===== src/rtl/led_matrix_pkg.sv =====
// Shared constants and index arithmetic for the LED dot-matrix scan path.
package led_matrix_pkg;

  localparam logic DIR_DOWN = 1'b0;
  localparam logic DIR_UP   = 1'b1;

  localparam int DEF_ROWS    = 8;
  localparam int DEF_MSG_LEN = 81;
  localparam int DEF_IDX_W   = 7;

  // Operand width of the helpers; callers zero-extend into it and truncate back.
  localparam int OP_W = 16;

  // (a + b) mod m for a < m and b <= m; one subtract is enough in that range.
  function automatic logic [OP_W-1:0] mod_add(input logic [OP_W-1:0] a,
                                              input logic [OP_W-1:0] b,
                                              input logic [OP_W-1:0] m);
    logic [OP_W:0] sum;
    sum = {1'b0, a} + {1'b0, b};
    if (sum >= {1'b0, m}) begin
      sum = sum - {1'b0, m};
    end else begin
      sum = sum;
    end
    return sum[OP_W-1:0];
  endfunction

  // One scroll step in the requested direction, wrapping within 0..m-1.
  function automatic logic [OP_W-1:0] idx_step(input logic [OP_W-1:0] idx,
                                               input logic            dir,
                                               input logic [OP_W-1:0] m);
    logic [OP_W-1:0] nxt;
    if (dir == DIR_UP) begin
      nxt = (idx == m - 16'd1) ? 16'd0 : idx + 16'd1;
    end else begin
      nxt = (idx == 16'd0) ? m - 16'd1 : idx - 16'd1;
    end
    return nxt;
  endfunction

endpackage


===== src/rtl/scroll_matrix_scan_if.sv =====
// Control and display-side signals of the row-scan / scroll-index generator.
interface scroll_matrix_scan_if #(
  parameter int ROWS  = led_matrix_pkg::DEF_ROWS,
  parameter int IDX_W = led_matrix_pkg::DEF_IDX_W
);
  localparam int RC_W = $clog2(ROWS);

  logic              en;
  logic              dir;
  logic              pause;
  logic [ROWS-1:0]   row;
  logic [RC_W-1:0]   row_cnt;
  logic [IDX_W-1:0]  addr;
  logic [IDX_W-1:0]  idx;
  logic              frame_start;
  logic              step;

  modport master (output en, dir, pause,
                  input  row, row_cnt, addr, idx, frame_start, step);
  modport slave  (input  en, dir, pause,
                  output row, row_cnt, addr, idx, frame_start, step);
endinterface


===== src/rtl/scroll_idx.sv =====
// Scroll offset register: up/down counter wrapping within 0..MSG_LEN-1.
module scroll_idx
  import led_matrix_pkg::*;
#(
  parameter int MSG_LEN = DEF_MSG_LEN,
  parameter int IDX_W   = DEF_IDX_W
) (
  input  logic             clk,
  input  logic             rst,
  input  logic             advance,
  input  logic             dir,
  output logic [IDX_W-1:0] idx
);

  logic [IDX_W-1:0] idx_r;

  // Offset register; moves one column only when the top qualifies a step.
  always_ff @(posedge clk) begin
    if (rst) begin
      idx_r <= IDX_W'(MSG_LEN - 1);
    end else if (advance) begin
      idx_r <= IDX_W'(idx_step(OP_W'(idx_r), dir, OP_W'(MSG_LEN)));
    end else begin
      idx_r <= idx_r;
    end
  end

  assign idx = idx_r;

endmodule


===== src/rtl/scroll_matrix_scan.sv =====
// Row scanner with frame prescaler and scrolling column address for the LED matrix.
module scroll_matrix_scan
  import led_matrix_pkg::*;
#(
  parameter int ROWS            = DEF_ROWS,
  parameter int MSG_LEN         = DEF_MSG_LEN,
  parameter int IDX_W           = DEF_IDX_W,
  parameter int FRAMES_PER_STEP = 1
) (
  input  logic                 clk,
  input  logic                 rst,
  scroll_matrix_scan_if.slave  bus
);

  localparam int RC_W = $clog2(ROWS);
  localparam int FC_W = (FRAMES_PER_STEP > 1) ? $clog2(FRAMES_PER_STEP) : 1;

  logic [RC_W-1:0]  row_cnt_r;
  logic [ROWS-1:0]  row_r;
  logic [FC_W-1:0]  fcnt_r;
  logic [IDX_W-1:0] addr_r;
  logic             frame_start_r;
  logic             step_r;

  logic             row_wrap_s;
  logic             fcnt_last_s;
  logic             advance_s;
  logic [RC_W-1:0]  row_cnt_nxt_s;
  logic [ROWS-1:0]  row_nxt_s;
  logic [IDX_W-1:0] idx_s;
  logic [IDX_W-1:0] idx_nxt_s;
  logic [IDX_W-1:0] addr_nxt_s;

  scroll_idx #(
    .MSG_LEN (MSG_LEN),
    .IDX_W   (IDX_W)
  ) u_scroll_idx (
    .clk     (clk),
    .rst     (rst),
    .advance (advance_s),
    .dir     (bus.dir),
    .idx     (idx_s)
  );

  // Next-state decode; addr is built from the next idx and row so it lands aligned with row.
  always_comb begin
    row_wrap_s  = (row_cnt_r == RC_W'(ROWS - 1));
    fcnt_last_s = (fcnt_r == FC_W'(FRAMES_PER_STEP - 1));
    if (row_wrap_s) begin
      row_cnt_nxt_s = {RC_W{1'b0}};
    end else begin
      row_cnt_nxt_s = row_cnt_r + RC_W'(1);
    end
    advance_s = bus.en & row_wrap_s & fcnt_last_s & ~bus.pause;
    if (advance_s) begin
      idx_nxt_s = IDX_W'(idx_step(OP_W'(idx_s), bus.dir, OP_W'(MSG_LEN)));
    end else begin
      idx_nxt_s = idx_s;
    end
    addr_nxt_s = IDX_W'(mod_add(OP_W'(idx_nxt_s), OP_W'(row_cnt_nxt_s), OP_W'(MSG_LEN)));
    row_nxt_s  = {{(ROWS-1){1'b0}}, 1'b1} << row_cnt_nxt_s;
  end

  // Scan state and registered outputs; pulses drop whenever the tick is absent.
  always_ff @(posedge clk) begin
    if (rst) begin
      row_cnt_r     <= {RC_W{1'b0}};
      row_r         <= {{(ROWS-1){1'b0}}, 1'b1};
      fcnt_r        <= {FC_W{1'b0}};
      addr_r        <= IDX_W'(MSG_LEN - 1);
      frame_start_r <= 1'b0;
      step_r        <= 1'b0;
    end else if (bus.en) begin
      row_cnt_r <= row_cnt_nxt_s;
      row_r     <= row_nxt_s;
      if (row_wrap_s) begin
        fcnt_r <= fcnt_last_s ? {FC_W{1'b0}} : fcnt_r + FC_W'(1);
      end else begin
        fcnt_r <= fcnt_r;
      end
      addr_r        <= addr_nxt_s;
      frame_start_r <= row_wrap_s;
      step_r        <= advance_s;
    end else begin
      row_cnt_r     <= row_cnt_r;
      row_r         <= row_r;
      fcnt_r        <= fcnt_r;
      addr_r        <= addr_r;
      frame_start_r <= 1'b0;
      step_r        <= 1'b0;
    end
  end

  assign bus.row         = row_r;
  assign bus.row_cnt     = row_cnt_r;
  assign bus.addr        = addr_r;
  assign bus.idx         = idx_s;
  assign bus.frame_start = frame_start_r;
  assign bus.step        = step_r;

endmodule


===== src/flat_wrapper.sv =====
// flat-port wrapper written by rule: the top's interface ports become plain ports
module scroll_matrix_scan_flat import led_matrix_pkg::*;
#(
  parameter int ROWS            = DEF_ROWS,
  parameter int MSG_LEN         = DEF_MSG_LEN,
  parameter int IDX_W           = DEF_IDX_W,
  parameter int FRAMES_PER_STEP = 1
)
  (clk, rst, bus_en, bus_dir, bus_pause, bus_row, bus_row_cnt, bus_addr, bus_idx, bus_frame_start, bus_step);
  scroll_matrix_scan_if #(.ROWS(ROWS), .IDX_W(IDX_W)) bus_i ();
  input  logic clk;
  input  logic rst;
  input wire logic [$bits(bus_i.en)-1:0] bus_en;
  input wire logic [$bits(bus_i.dir)-1:0] bus_dir;
  input wire logic [$bits(bus_i.pause)-1:0] bus_pause;
  output wire logic [$bits(bus_i.row)-1:0] bus_row;
  output wire logic [$bits(bus_i.row_cnt)-1:0] bus_row_cnt;
  output wire logic [$bits(bus_i.addr)-1:0] bus_addr;
  output wire logic [$bits(bus_i.idx)-1:0] bus_idx;
  output wire logic [$bits(bus_i.frame_start)-1:0] bus_frame_start;
  output wire logic [$bits(bus_i.step)-1:0] bus_step;
  assign bus_i.en = bus_en;
  assign bus_i.dir = bus_dir;
  assign bus_i.pause = bus_pause;
  assign bus_row = bus_i.row;
  assign bus_row_cnt = bus_i.row_cnt;
  assign bus_addr = bus_i.addr;
  assign bus_idx = bus_i.idx;
  assign bus_frame_start = bus_i.frame_start;
  assign bus_step = bus_i.step;
  scroll_matrix_scan #(.ROWS(ROWS), .MSG_LEN(MSG_LEN), .IDX_W(IDX_W), .FRAMES_PER_STEP(FRAMES_PER_STEP)) u_core (.clk(clk), .rst(rst), .bus(bus_i));
endmodule

===== config.mk =====
export PLATFORM = sky130hd
export DESIGN_NAME = scroll_matrix_scan_flat
export DESIGN_NICKNAME = d
export VERILOG_FILES = /design/src/rtl/led_matrix_pkg.sv /design/src/rtl/scroll_matrix_scan_if.sv /design/src/rtl/scroll_idx.sv /design/src/rtl/scroll_matrix_scan.sv /design/src/flat_wrapper.sv
export SDC_FILE = /design/constraint.sdc
export NUM_CORES = 1
export LEC_CHECK = 0
export ABC_CLOCK_PERIOD_IN_PS = 4600
export CORE_MARGIN = 2
export CORE_UTILIZATION = 28
export CTS_CLUSTER_SIZE = 12
export DETAILED_ROUTE_END_ITERATION = 8
export GPL_TIMING_DRIVEN = 0
export PLACE_DENSITY = 0.46
export SLEW_MARGIN = 10
export SYNTH_ARGS = -nofsm -noshare
export SYNTH_HDL_FRONTEND = slang
export SYNTH_SLANG_ARGS = --single-unit
export TNS_END_PERCENT = 5

===== constraint.sdc =====
create_clock -name clk -period 4.6 [get_ports clk]
set_input_delay 1.38 -clock clk [delete_from_list [all_inputs] [get_ports clk]]
set_output_delay 1.38 -clock clk [all_outputs]
set_load 0.005 [all_outputs]

* Yosys cells after proc, flatten, opt, wreduce, memory -nomap -nowiden
Index checks and enable logic that the tools add are counted.
Cells by class: add/sub/neg operators 6, multipliers 0, div/mod/pow operators 0, magnitude comparators 1, equal/unequal tests 2, shift-type cells 1, multiplexer cells 7, bitwise gates (word level) 6, reductions and logical operators 3
Operators by type and width (count):
- 7-bit 2-to-1 mux | 5
- 7-bit by 3-bit adder with 8-bit output | 1
- 8-bit by 7-bit greater-or-equal comparator with 1-bit output (second input constant) | 1
- 1-bit by 3-bit << shifter with 8-bit output (first input constant) | 1
- 7-bit by 1-bit adder with 7-bit output (second input constant) | 1
- 7-bit == test (second input constant) | 1
- 7-bit zero test | 1
- 7-bit by 1-bit subtractor with 7-bit output (second input constant) | 1
- 7-bit subtractor (second input constant) | 1
- 3-bit by 1-bit adder with 3-bit output (second input constant) | 1
- 1-bit bitwise AND | 3
- 3-bit == test (second input constant) | 1
- 3-bit 2-to-1 mux | 1
- 1-bit NOT | 3
- 2-bit AND reduction | 1
- 2-bit OR reduction | 1
- 1-bit adder (second input constant) | 1
- 1-bit 2-to-1 mux | 1
Storage, ports and cells: flip-flop bits (word level) 28, latch bits 0, bits in writable memories 0, ROM bits 0, output and inout bits 27, memories kept 0

* Longest topological paths before layout
depth in word-level cells 8, gate-level depth with buffers 19

* By module
From an unflattened synthesis, not the netlist that was laid out.
Second synthesis, totals: cell total of the unflattened synthesis 282, area, all modules 2283.4 µm²
By module, submodules not included:
- scroll_matrix_scan | instances 1, cells an instance 203, area an instance 1666.6 µm², sequential area each 400.4 µm²
- scroll_idx | instances 1, cells an instance 79, area an instance 616.8 µm², sequential area each 140.1 µm²

* Least setup slack after synthesis
No wires, ideal clock.
kind input to register, start point input bus_dir, end point register u_core.addr_r[2], in the netlist u_core.bus.addr[2], setup time 0.136 ns, arrival time 4.276 ns, required time 4.464 ns, setup slack 0.188 ns, cell stages on the path 16, buffers on the path 1, cell sequence buf_2 -> inv_1 -> a21oi_1 -> o21ai_0 -> o21ai_0 -> ha_1 -> inv_1 -> fa_1 -> inv_1 -> a21oi_1 -> nor3_4 -> nor3_1 -> a221o_1 -> a21o_1 -> a2111oi_4 -> a2111oi_2
Between the ends: cells in the longest elaborated chain, start to end 5, elaborated cells on any way between the ends 6, classes of those cells 2 x add/sub; 1 x order compare; 3 x mux
RTL lines:
- from (decl) | line flat_wrapper.sv:14 | input wire logic [$bits(bus_i.dir)-1:0] bus_dir;
- 7-bit 2-to-1 mux * | line led_matrix_pkg.sv:33 | if (dir == DIR_UP) begin
- 7-bit 2-to-1 mux * | line scroll_matrix_scan.sv:55 | if (advance_s) begin
- net u_core.idx_nxt_s[0] | line scroll_matrix_scan.sv:31 | logic [IDX_W-1:0] idx_nxt_s;
- 7-bit by 3-bit adder with 8-bit output * | line led_matrix_pkg.sv:19 | sum = {1'b0, a} + {1'b0, b};
- 7-bit subtractor / 8-bit by 7-bit greater-or-equal comparator with 1-bit output (equally long branches) | line led_matrix_pkg.sv:21, led_matrix_pkg.sv:20
- 7-bit 2-to-1 mux * | line led_matrix_pkg.sv:20 | if (sum >= {1'b0, m}) begin
- to (signal assigned) | line scroll_matrix_scan.sv:70 | addr_r <= IDX_W'(MSG_LEN - 1);
- to (signal assigned) | line scroll_matrix_scan.sv:81 | addr_r <= addr_nxt_s;
- to (signal assigned) | line scroll_matrix_scan.sv:88 | addr_r <= addr_r;
- to (decl) | line scroll_matrix_scan.sv:21 | logic [IDX_W-1:0] addr_r;
The timed path passes the listed nets; every way through them passes the cells marked *. A chain may end at the register's enable or synchronous reset.

* Final worst setup path
start point input bus_dir, end point register u_core.addr_r[5], in the netlist u_core.bus.addr[5]
The elaborated chain is that of the path after synthesis.

==> run_results.csv <==
group,metric,value,unit
status,status,"complete, no violations",
sta,fin_ws,132.5,ps
logic_synthesis,synth_edf_count,0,
sta,relSlewSlack,60.86,%
sta,finalCritPeriodShare,97.12,%
pwr,p_sw_share,28.18,%
drt,ant_nets,0,
sta,slew_viol_final,0,
placed_design,routabilityCongestion,0.8358,
logic_synthesis,synthCells,244,
pwr,intPower,0.3652,mW
global_routing,overflow,0,
global_routing,grt_usage,14.49,%
drt,drt-initial-drc-count,87,
floorplan,io_pins,32,
drt,finalWirelength,5353,um
floorplan,die-width,88.35,um
global_routing,grt_start_max_net_pins,15,
pwr,p_comb_share,24.1,%
floorplan,die_h,88.35,um
drt,wl_met1,2710,um
clock_network,cts.reportedPaths.clkPinSlew,90,ps
sta,finalHoldViolCount,0,
sta,finalCriticalPeriod,4467,ps
drt,met2_length,2469,um
layout,final_area,2635,um^2
worst_setup_path,path_class,"in2reg",
placed_design,hpwlAfterDp,3905,um
placed_design,port_buffers,30,
clock_network,cts_tree,"built",
clock_network,clock_path_buffers,2,
global_routing,grt_pass1_wl,8949,um
worst_setup_path,critPathMaxFanout,10,
worst_setup_path,cp-start-kind,"primary input",
layout,multi_input_area,1394,um^2
floorplan,rows,30,
floorplan,floorplan.initialDensity,29.16,%
clock_network,cts_num_sinks,27,
layout,fillCellCount,726,
placed_design,place_area,2412,um^2
pwr,powerDensity,193.0,nW/um^2
logic_synthesis,synth-seq-area-share,27.14,%
logic_synthesis,yosysTopAreaCellShare,27.14,%
floorplan,die_area,7805,um^2
logic_synthesis,synth-async-reset-ratio,0,%
logic_synthesis,synthesis.area,1992,um^2
drt,via_per_inst,4.845,
logic_synthesis,synthFlopType,"dfxtp_1",
clock_network,htreeDepth,1,
worst_setup_path,slowest_delay,590,ps
worst_setup_path,critPathRequiredTime,4760,ps
drt,routed-wl-met3,127,um
worst_setup_path,crit_path_top_delay_cell,"fa_2",
clock_network,cts_hold_buf,0,
floorplan,coreArea,6832,um^2
layout,areaGrowthSynthToFinish,32.29,%
global_routing,grt_pass1_vias,1837,
layout,layout.area.seq,540.5,um^2
logic_synthesis,synth.net_count,264,
worst_setup_path,end_kind,"flip-flop",
layout,antenna_cells,0,
worst_setup_path,critical_path_arrival,4630,ps
drt,top_layer,"met4",
placed_design,pre_cts_slack,-1054,ps
clock_network,clk_latency,270,ps
pwr,max-vdd-ir-drop,0.00009900,V
layout,final_net_count,312,
sta,worst-slew-pin-transition,587.1,ps
hold_path,hold_path_class,"reg2reg",
worst_setup_path,critical_path_buf_inv_count,3,
logic_synthesis,netlist.top_cell.by_area,"dfxtp_1",
pwr,clkPwrFrac,26.5,%
layout,drive_above_1_share,18.56,%
sta,setup_viol,0,
drt,post-route-drc-count,0,
pwr,seqPwrFrac,49.4,%
pwr,p_leak,1.032,nW
drt,firstDrtPassIters,6,
drt,wl_per_cell,13.83,um
logic_synthesis,yosys-top-cells-area,"dfxtp_1, ha_1, nor2_1",
logic_synthesis,synthDistinctLibCells,63,
clock_network,cts_made_buffers,3,
pwr,p_sw,0.1433,mW
global_routing,antenna_found_initial,0,
flow_run,drv_cap,0,
worst_setup_path,crit_chain,"buf_4, clkinvlp_4, a21oi_4, o21ai_0, o21ai_2, ha_2, inv_1, fa_2, ha_2, nand2_1, a211oi_2, a221o_1, a21oi_4, o2111a_1, a2111oi_2",
sta,fmax,0.2238,GHz
worst_setup_path,critPathTopFamily,"compound AO/OA/AOI/OAI gates",
clock_network,cts_root_buf,"clkbuf_8",
logic_synthesis,synth-seq-cells,27,
logic_synthesis,yosysWarnings,0,
logic_synthesis,syn_avg_cell_area,8.164,um^2
drt,vias,1875,
sta,fin_skew,4.322,ps
-- Yosys cell counts (3+ instances only) --
master	instances
nor2_1	28
dfxtp_1	27
inv_1	20
nand2_1	17
a21oi_1	16
ha_1	14
nand3_1	11
o21ai_0	10
clkbuf_1	6
mux2i_1	6
nor4_1	5
o211ai_1	5
and2_1	4
and3_1	4
nor3_1	4
xnor2_1	4
o21ai_1	3
-- registers in the layout, indices dropped and copies added (netlist names) --
signal,flops
u_core.bus.row,8
u_core.bus.addr,7
u_core.u_scroll_idx.idx,7
u_core.bus.row_cnt,3
u_core.bus.frame_start,1
u_core.bus.step,1
-- cell families (layout without fill, tap and decap cells) --
kind of cell,Yosys count,count (layout),share of synthesized area (%)
adder cells (fa/ha/maj),15,15,9.799
AO/OA/AOI/OAI,65,65,25.57
flip-flops,27,27,27.14
XOR/XNOR,6,6,2.638
AND/OR/NAND/NOR,92,92,24.00
multiplexers,8,8,4.146
buffers and inverters,31,78,6.721
-- path summary, 6_finish.rpt --
path / from / to / slack (ps) / cells after the start
worst min-delay path: u_core.bus.row[2] / u_core.bus.row[2] / 460 / 2
worst min register to register: u_core.bus.row[2] / u_core.bus.row[2] / 460 / 2
worst max register to register: u_core.u_scroll_idx.idx[0] / u_core.bus.addr[5] / 290 / 18
worst max-delay path: bus_dir / u_core.bus.addr[5] / 130 / 15
-- routing by layer --
layer  vias to the layer above  global-route usage, %
met1                       871                  20.49
met3                         6                  2.332
met5                         -                      0
met4                         0                  2.479
li1                        969                      -
met2                        29                  23.65
-- area by class of cell --
cell class | count | area share (%)
Inverter | 20 | 2.991
Timing Repair Buffer | 44 | 15.15
Buffer | 10 | 2.184
Tap cell | 96 | 4.558
Multi-Input combinational cell | 186 | 52.90
Sequential cell | 27 | 20.51
Clock buffer | 4 | 1.709
-- tightest hold or removal path: stages, from the launching register on --
cell and delay, ps:
dfxtp_1 320, nand2_1 50, a21oi_1 50
-- repair_timing --
item,in CTS,in global routing
buffers inserted,10,4
pin swaps,12,4
setup endpoints to repair,7,6
resized for setup,14,11
gates cloned,0,0
-- power groups by stage --
stage,clock (mW),sequential [mW],combinational [mW]
4_1_cts,0.142,0.251,0.118
5_1_grt,0.154,0.253,0.137
3_5_place_dp,0,0.257,0.107
2_1_floorplan,0,0.257,0.0646
6_report,0.135,0.251,0.123
3_3_place_gp,0,0.257,0.108
-- layout by cell type (no fill, tap or decap), types with 3 or more instances in the layout --
cell             netlist  layout
nand3_1               11      11
nor3_1                 4       3
clkbuf_1               6       6
inv_1                 20      19
o21ai_0               10       9
xnor2_1                4       4
mux2i_1                6       6
ha_1                  14      11
clkdlybuf4s50_1        0      28
clkbuf_8               0       3
nor2_1                28      28
nor4_1                 5       5
and3_1                 4       4
nand2_1               17      16
a21oi_2                2       3
o211ai_1               5       5
a21oi_1               16      13
buf_4                  0      15
and2_1                 4       4
dfxtp_1               27      27
-- per-stage QoR --
stage / setup TNS [ps] / cells / utilization [%] / hold WS [ps] / total power, mW
3_3_place_gp: -6726 / 370 / 35.31 / 444.9 / 0.3643
2_1_floorplan: 0 / 244 / - / 448.3 / 0.3211
5_1_grt: -42.79 / 387 / 38.57 / 471.4 / 0.5443
6_report: 0 / 387 / 38.57 / 462.6 / 0.5085
3_5_place_dp: -6308 / 370 / 35.31 / 448.4 / 0.3636
4_1_cts: 0 / 383 / 37.64 / 462.2 / 0.5113
Note: power is estimated with default switching activity, not from simulation.
